<file path="config.mk">
export PLATFORM = sky130hd
export DESIGN_NAME = pf_lanectrl_pause_sync_mlane
export DESIGN_NICKNAME = d
export VERILOG_FILES = /design/src/rtl/pf_lanectrl_pause_sync_mlane.sv
export SDC_FILE = /design/constraint.sdc
export NUM_CORES = 1
export LEC_CHECK = 0
export CORE_AREA = 2 2 39 41
export CTS_BUF_LIST = sky130_fd_sc_hd__clkbuf_16
export CTS_CLUSTER_DIAMETER = 100
export DETAILED_ROUTE_END_ITERATION = 16
export DIE_AREA = 0 0 41 43
export PLACE_DENSITY = 0.58
export SLEW_MARGIN = 20
export SYNTH_ARGS = -nofsm -noshare
export SYNTH_HDL_FRONTEND = slang
export SYNTH_SLANG_ARGS = --single-unit
</file>
<file path="constraint.sdc">
create_clock -name CLK -period 1.5 [get_ports CLK]
set_input_delay 0.45 -clock CLK [delete_from_list [all_inputs] [get_ports CLK]]
set_output_delay 0.45 -clock CLK [all_outputs]
set_load 0.02 [all_outputs]
</file>
<file path="src/rtl/pf_lanectrl_pause_sync_mlane.sv">
// Per-lane HS_IO_CLK_PAUSE resynchroniser with minimum pause width and minimum de-assert gap.
// Define PAUSE_SYNC_FALL_EDGE_EN to retime the pause outputs onto the falling CLK edge.
module pf_lanectrl_pause_sync_mlane #(
  parameter int NUM_LANES   = 1,
  parameter int SYNC_STAGES = 2,
  parameter int MIN_PULSE   = 2,
  parameter int MIN_GAP     = 0
) (
  input  logic                 CLK,
  input  logic                 RESET_N,
  input  logic [NUM_LANES-1:0] HS_IO_CLK_PAUSE,
  output logic [NUM_LANES-1:0] HS_IO_CLK_PAUSE_SYNC,
  output logic                 PAUSE_ANY,
  output logic [NUM_LANES-1:0] PAUSE_DEFERRED
);

  localparam int CNT_MAX = (MIN_PULSE > MIN_GAP) ? MIN_PULSE : MIN_GAP;
  localparam int CNT_W   = (CNT_MAX < 2) ? 1 : $clog2(CNT_MAX + 1);
  localparam logic [CNT_W-1:0] PULSE_LD = CNT_W'(MIN_PULSE - 1);
  localparam logic [CNT_W-1:0] GAP_LD   = CNT_W'((MIN_GAP > 0) ? (MIN_GAP - 1) : 0);
  localparam logic [CNT_W-1:0] CNT_ONE  = CNT_W'(1);

  typedef enum logic [1:0] {IDLE, STRETCH, FOLLOW, GAP} state_t;

  for (genvar g = 0; g < NUM_LANES; g++) begin : g_lane
    (* syn_keep = 1 *) logic [SYNC_STAGES-1:0] sync_q;
    logic             s;
    state_t           state;
    logic [CNT_W-1:0] cnt;
    logic             pend;
    logic             pause_q;
    logic             defer_q;

    // Shift chain: bit 0 takes the raw request, the top bit feeds the FSM.
    always_ff @(posedge CLK or negedge RESET_N) begin
      if (!RESET_N) begin
        sync_q <= '0;
      end else begin
        sync_q <= SYNC_STAGES'({sync_q, HS_IO_CLK_PAUSE[g]});
      end
    end

    assign s = sync_q[SYNC_STAGES-1];

    always_ff @(posedge CLK or negedge RESET_N) begin
      if (!RESET_N) begin
        state   <= IDLE;
        cnt     <= '0;
        pend    <= 1'b0;
        pause_q <= 1'b0;
        defer_q <= 1'b0;
      end else begin
        defer_q <= 1'b0;
        case (state)
          IDLE: begin
            if (s) begin
              state   <= STRETCH;
              cnt     <= PULSE_LD;
              pause_q <= 1'b1;
            end
          end
          STRETCH: begin
            if (cnt != '0) begin
              cnt <= cnt - CNT_ONE;
            end else if (s) begin
              state <= FOLLOW;
            end else begin
              state   <= (MIN_GAP == 0) ? IDLE : GAP;
              cnt     <= GAP_LD;
              pause_q <= 1'b0;
            end
          end
          FOLLOW: begin
            if (!s) begin
              state   <= (MIN_GAP == 0) ? IDLE : GAP;
              cnt     <= GAP_LD;
              pause_q <= 1'b0;
            end
          end
          GAP: begin
            // Only the first request seen in a gap is reported; later ones merge into it.
            if (s && !pend) begin
              defer_q <= 1'b1;
            end
            if (cnt != '0) begin
              cnt <= cnt - CNT_ONE;
              if (s) begin
                pend <= 1'b1;
              end
            end else begin
              pend <= 1'b0;
              if (pend || s) begin
                state   <= STRETCH;
                cnt     <= PULSE_LD;
                pause_q <= 1'b1;
              end else begin
                state <= IDLE;
              end
            end
          end
          default: begin
            state   <= IDLE;
            pause_q <= 1'b0;
          end
        endcase
      end
    end

`ifdef PAUSE_SYNC_FALL_EDGE_EN
    logic pause_n_q;

    always_ff @(negedge CLK or negedge RESET_N) begin
      if (!RESET_N) begin
        pause_n_q <= 1'b0;
      end else begin
        pause_n_q <= pause_q;
      end
    end

    assign HS_IO_CLK_PAUSE_SYNC[g] = pause_n_q;
`else
    assign HS_IO_CLK_PAUSE_SYNC[g] = pause_q;
`endif
    assign PAUSE_DEFERRED[g] = defer_q;
  end

  assign PAUSE_ANY = |HS_IO_CLK_PAUSE_SYNC;

endmodule

</file>
==> results.md, run 1 <==
- Min-delay worst type: flop to flop
- Via/cell ratio: 5.093
- Port Buf Inserts: 5
- Total number of placement rows: 14
- Initial DRC count: 9
- Maximum clock insertion buffer count: 2
- VDD IR max: 0.001215 V
- Seq cells post-synth: 9
- R2R setup slack: approximately 0.075 ns
- Gr usage total: a little over an eighth
- Gp weighted congestion: slightly above 0.7
- Synth Flop Type: dfrtp_1
- Clk sinks: 9
- Worst-path clk slew: around 0.040 ns
- DRC Markers: 0
- Top-area cell type share of the netlist area: between 40% and 50%
- Setup violators final: 0
- Fmax: ~700 MHz
- Clock share of power: about a third
- Design area: 670.6 um^2
- Yosys cell types: 22
- Critical path arrival: approximately 1.5 ns
- WP data required: about 1.6 ns
- Synth Cell Area: 514.2 um^2
- Setup Buffers After CTS: 0
- Slew headroom: roughly 73%
- Share of cells above drive strength 1: 15.25%
- CTS tree: yes
- Core area: roughly 0.0014 mm^2
- Syn_area_per_cell: 10.49 um^2
- Synth area leaders: dfrtp_1, ha_1, nor4b_4
- Initial antenna violation count: 0
- Setup TNS: 0 ns
- R2r startpoint: g_lane[0].state[0]$_DFFE_PN0P_
- Seq pwr share: 29.1%
- DR pass1 iterations: 4
- Final #Nets: ~70
- Largest net degree at the start of global routing: 11
- Critical-path maximum fanout: 5
- Post-synth net total: 57
- Worst hold stages: 0
- CTS Hold Bufs: 0
- CTS buffer count: 3
- WS Path Type: flop to flop
- Min Hold Slack: 0.3468 ns
- Via count: roughly 380
- P_int: around 920 uW
- Post-Place Worst Slack: 0.06862 ns
- CTS Root Cell: clkbuf_16
- Most numerous cell in the Yosys netlist: dfrtp_1
- Worst slew pin tran: slightly above 0.4 ns
- Number of hold violations in the final report: 0
- Global route overflow: 0
- Logic pwr share: a little under two fifths
- Async set or reset register ratio after synthesis: between 90% and 100%
- Post-synthesis instance total: 49
- Crit end category: flop
- Status: finished clean
- Sequential share of the synthesized area: 43.80%
- ANT nets after route: 0
- Hold worst-path end: g_lane[0].sync_q[1]$_DFF_PN0_
- RR Endpoint: g_lane[0].cnt[0]$_DFFE_PN0P_
- ANT cells: 0
- Synth warn: 0
- Global-route wire length before repair: around 1.5 mm
- Number of synthesized flops with an enable pin: 0
- Worst r2r path cells: 5
- Leading area contributor after synthesis: dfrtp_1
- Slew Limit Fails: 0
- Total leakage power: 0.3057 nW
- Die span in x: just over 40 um
- Most frequent cells after synthesis: dfrtp_1, ha_1, nor2_1
- Worst-case clock skew: about 0.00091 ns
- Startpoint types: flop
- Psw: a little under 500 uW
- DP Area: roughly 590 um^2
- Pwr Density: 2107 mW/mm^2
- Area grow syn2layout: 30.41%
- Final setup margin: 0.07531 ns
- Top-Level Pins: 6
- DP HPWL: about 690 um
- Fin crit share: between 90% and 100%
- RSZ-0062 raised after global routing: false
- Number of fill cells in the layout: between 100 and 150
- Starting Density: a little under two fifths
- Worst skew pair latency: around 0.23 ns
- Final WL: around 950 um
- Tmin final: roughly 1.4 ns
- H-Tree Level Count: 1
- Total die area: ~0.0018 mm^2
- MaxCap Viol Count: 0
- Drt wl/cell: approximately 13 um
- Die Y: roughly 43 um
- Vias in the first global route: between 300 and 400
- Hold path start: g_lane[0].sync_q[0]$_DFF_PN0_
- Final Core Density: around half
- Sw Share: a little over a third
-- cell type report --
class / instances / area (um^2) / area share, %
well taps: 16 / 20.02 / 2.985
inverters: 4 / 15.01 / 2.239
flip-flops and latches: 9 / 225.2 / 33.58
multi-input cells: 34 / 262.8 / 39.18
clock buffers: 3 / 75.07 / 11.19
repair buffers: 8 / 68.82 / 10.26
clock inverters: 1 / 3.754 / 0.5597
-- critical path, cell delays in order, from the launching register on --
cell     delay [ns]
dfrtp_1        0.41
ha_1           0.25
buf_4          0.15
nor4b_4        0.18
nor4_1         0.07
a221o_1        0.26
-- registers in the layout, summed over array words and instances, names as in the netlist --
name,count
g_lane.pend,1
g_lane.state,2
PAUSE_DEFERRED,1
g_lane.sync_q,2
g_lane.cnt,2
HS_IO_CLK_PAUSE_SYNC,1
-- routing by layer --
layer  vias to the layer above  global-route usage, %  part of all wire, %
li1                        196                      -                    -
met5                         -                      0                    0
met3                         2                  7.853                  4.6
met1                       179                  16.89                   47
met4                         0                  4.000                 0.53
met2                         5                  19.06                   47
-- power by group through the flow --
stage | Combinational (mW) | Sequential, mW | Clock [mW]
after floorplan | 0.369 | 0.409 | 0
after global placement | 0.538 | 0.410 | 0
after detailed placement | 0.543 | 0.410 | 0
after CTS | 0.528 | 0.408 | 0.471
after global routing | 0.608 | 0.426 | 0.488
final | 0.542 | 0.411 | 0.460
-- placed cells by master, fill, tap and decap left out, drive strengths merged, types with 2 or more instances in the layout --
master         count
nand2              4
a21oi              4
clkdlybuf4s50      2
dlygate4sd2        3
buf                3
a31oi              2
clkbuf             3
nor2               5
ha                 5
o21ai              2
inv                5
dfrtp              9
-- worst max-delay path by stage --
stage	end	cells past startpoint	start	slack, ns
floorplan	g_lane[0].state[1]$_DFFE_PN0P_	4	g_lane[0].state[0]$_DFFE_PN0P_	0.16
global placement	HS_IO_CLK_PAUSE_SYNC	1	HS_IO_CLK_PAUSE_SYNC$_DFFE_PN0P_	0.08
detailed placement	PAUSE_ANY	1	HS_IO_CLK_PAUSE_SYNC$_DFFE_PN0P_	0.07
CTS	HS_IO_CLK_PAUSE_SYNC$_DFFE_PN0P_	5	g_lane[0].state[1]$_DFFE_PN0P_	0.08
global route	HS_IO_CLK_PAUSE_SYNC$_DFFE_PN0P_	5	g_lane[0].state[1]$_DFFE_PN0P_	0.0007
finish	g_lane[0].cnt[0]$_DFFE_PN0P_	5	g_lane[0].state[0]$_DFFE_PN0P_	0.08
-- stage by stage --
stage / power (mW) / std cells
global placement: 0.9474 / 71
finish: 1.413 / 75
global route: 1.522 / 75
detailed placement: 0.9527 / 71
CTS: 1.407 / 75
floorplan: 0.7776 / 49
-- repair_timing --
| action | 4_1_cts | 5_1_grt |
|---|---|---|
| resized for setup | 3 | 1 |
| pin swaps | 0 | 0 |
| endpoints found under the setup margin | 3 | 1 |
-- logic make-up (layout without fill, tap and decap cells) --
group	after synthesis	count (layout)	synth area share [%]
buf+inv	6	16	6.569
simple gates	13	13	14.84
flops	9	9	43.80
compound gates	16	16	22.63
fa+ha+maj	5	5	12.17
(Power assumes the default switching activity.)
==> run 2: changes to the inputs <==
Settings changed: SKIP_CTS_REPAIR_TIMING set to 1.
==> results.md, run 2 (synthesis gave the netlist of run 1 again) <==
- Min Hold Slack: 0.3469 ns (+0.00006900 ns)
- Starting Density: 37.16% (unchanged)
- Number of hold violations in the final report: 0 (unchanged)
- MaxCap Viol Count: 0 (unchanged)
- DRC Markers: 0 (unchanged)
- Top-Level Pins: 6 (unchanged)
- Global-route wire length before repair: 1.504 mm (unchanged)
- Setup TNS: 0 ns (unchanged)
- Die span in x: 41 um (unchanged)
- WS Path Type: flop to flop
- Die Y: 43 um (unchanged)
- Slew headroom: 72.50% (-0.35 points)
- Slew Limit Fails: 0 (unchanged)
- Total number of placement rows: 14 (unchanged)
- Startpoint types: flop
- Critical path arrival: 1.54 ns (about the same)
- Initial antenna violation count: 0 (unchanged)
- Most common cell after layout, fill and taps aside: dfrtp_1
- Worst r2r path cells: 5 (unchanged)
- CTS buffer count: 3 (unchanged)
- Worst-case clock skew: 0.0005998 ns (-0.0003059 ns)
- CTS tree: yes
- Worst path depth: 5 (unchanged)
- Core area: 0.001384 mm^2 (unchanged)
- VDD IR max: 0.001220 V (+0.46%)
- Tmin final: 1.424 ns (-0.0003357 ns)
- Drt wl/cell: 12.72 um (+0.21%)
- Share of cells above drive strength 1: 15.25% (unchanged)
- DR pass1 iterations: 4 (unchanged)
- Worst slew pin tran: 0.4112 ns (+0.005266 ns)
- Largest net degree at the start of global routing: 11 (unchanged)
- Clk sinks: 9 (unchanged)
- CTS Root Cell: clkbuf_16
- ANT cells: 0 (unchanged)
- Gr usage total: 13.48% (unchanged)
- Worst path cell trace: ha_1, buf_4, nor4b_4, nor4_1, a221o_1
- Worst hold stages: 0 (unchanged)
- CP max stage cell: dfrtp_1
- Port Buf Inserts: 5 (unchanged)
- Gp weighted congestion: 0.7252 (unchanged)
- Commonest non-fill, non-tap cells in the layout: dfrtp_1, inv_1, nor2_1, ha_1
- Setup violators final: 0 (unchanged)
- RSZ-0062 raised after global routing: false
- Initial DRC count: 9 (unchanged)
- Final #Nets: 68 (unchanged)
- CP max stage delay: 0.40 ns (about the same)
- Worst skew pair latency: 0.23 ns (about the same)
- Final WL: 954 um (+0.21%)
- Total die area: 0.001763 mm^2 (unchanged)
- Global route overflow: 0 (unchanged)
- WP buf/inv: 1 (unchanged)
- Total Power: 1.425 mW (+0.83%)
- Status: finished clean
- H-Tree Level Count: 1 (unchanged)
- Critical-path maximum fanout: 5 (unchanged)
- Fmax: 702.1 MHz (about the same)
- Worst-path clk slew: 0.04 ns (about the same)
- Min-delay worst type: flop to flop
- Area grow syn2layout: 32.60%
- WP data required: 1.61 ns (about the same)
- Vias in the first global route: 347 (unchanged)
- CP delay by family, top: flip-flops
- Post-Place Worst Slack: 0.06862 ns (unchanged)
- Pwr Density: 2090 mW/mm^2 (-0.84%)
- Crit end category: flop
- Via/cell ratio: 5.107 (+0.26%)
- ANT nets after route: 0 (unchanged)
- Final setup margin: 0.07565 ns (+0.0003357 ns)
- Total leakage power: 0.3308 nW (+8.2%)
- Top flop regs: g_lane.cnt: 2 flops, g_lane.state: 2 flops, g_lane.sync_q: 2 flops
- Fin crit share: 94.96% (about the same)
- DP HPWL: 691.6 um (unchanged)
- Maximum clock insertion buffer count: 2 (unchanged)
- Via count: 383 (+0.26%)
run 2: changes by cell type in the layout (fill, tap and decap cells not counted), sizes merged:
cell	delta
dlygate4sd2	-3
dlymetal6s2s	+3
run 2: path summary, 6_finish.rpt:
check	to	startpoint	slack [ns]
min	g_lane[0].sync_q[1]$_DFF_PN0_	g_lane[0].sync_q[0]$_DFF_PN0_	0.35
min reg2reg	g_lane[0].sync_q[1]$_DFF_PN0_	g_lane[0].sync_q[0]$_DFF_PN0_	0.35
max in group asynchronous	g_lane[0].state[1]$_DFFE_PN0P_	RESET_N	0.69
max	g_lane[0].cnt[0]$_DFFE_PN0P_	g_lane[0].state[0]$_DFFE_PN0P_	0.08
min in group asynchronous	PAUSE_DEFERRED$_DFF_PN0_	RESET_N	0.52
max reg2reg	g_lane[0].cnt[0]$_DFFE_PN0P_	g_lane[0].state[0]$_DFFE_PN0P_	0.08
run 2: final cells by class:
class,instances,area [um^2]
Clock buffer,3,75.07
Clock inverter,1,3.754
Fill cell,116,701.9
Inverter,4,15.01
Multi-Input combinational cell,34,262.8
Sequential cell,9,225.2
Tap cell,16,20.02
Timing Repair Buffer,8,80.08
run 2: metal layers:
metal  up-vias  share of wire [%]  track usage, %
met5         -                  0               0
met4         0               0.52           4.000
met3         2                4.6           7.853
met2         5                 48           19.06
met1       180                 47           16.89
li1        196                  -               -
run 2: stage by stage:
step | utilization [%] | instances | cell area, um^2
2_1_floorplan | - | 49 | 514.2
3_3_place_gp | 42.50 | 71 | 588.1
3_5_place_dp | 42.50 | 71 | 588.1
4_1_cts | 48.19 | 75 | 666.9
5_1_grt | 49.28 | 75 | 681.9
6_report | 49.28 | 75 | 681.9
run 2: where the power goes:
part	internal [mW]	leakage (nW)	total (mW)	switching [mW]
combinational	0.271	0.177	0.555	0.284
clock	0.348	0.0423	0.459	0.111
sequential	0.316	0.111	0.411	0.0958
total	0.935	0.331	1.42	0.490
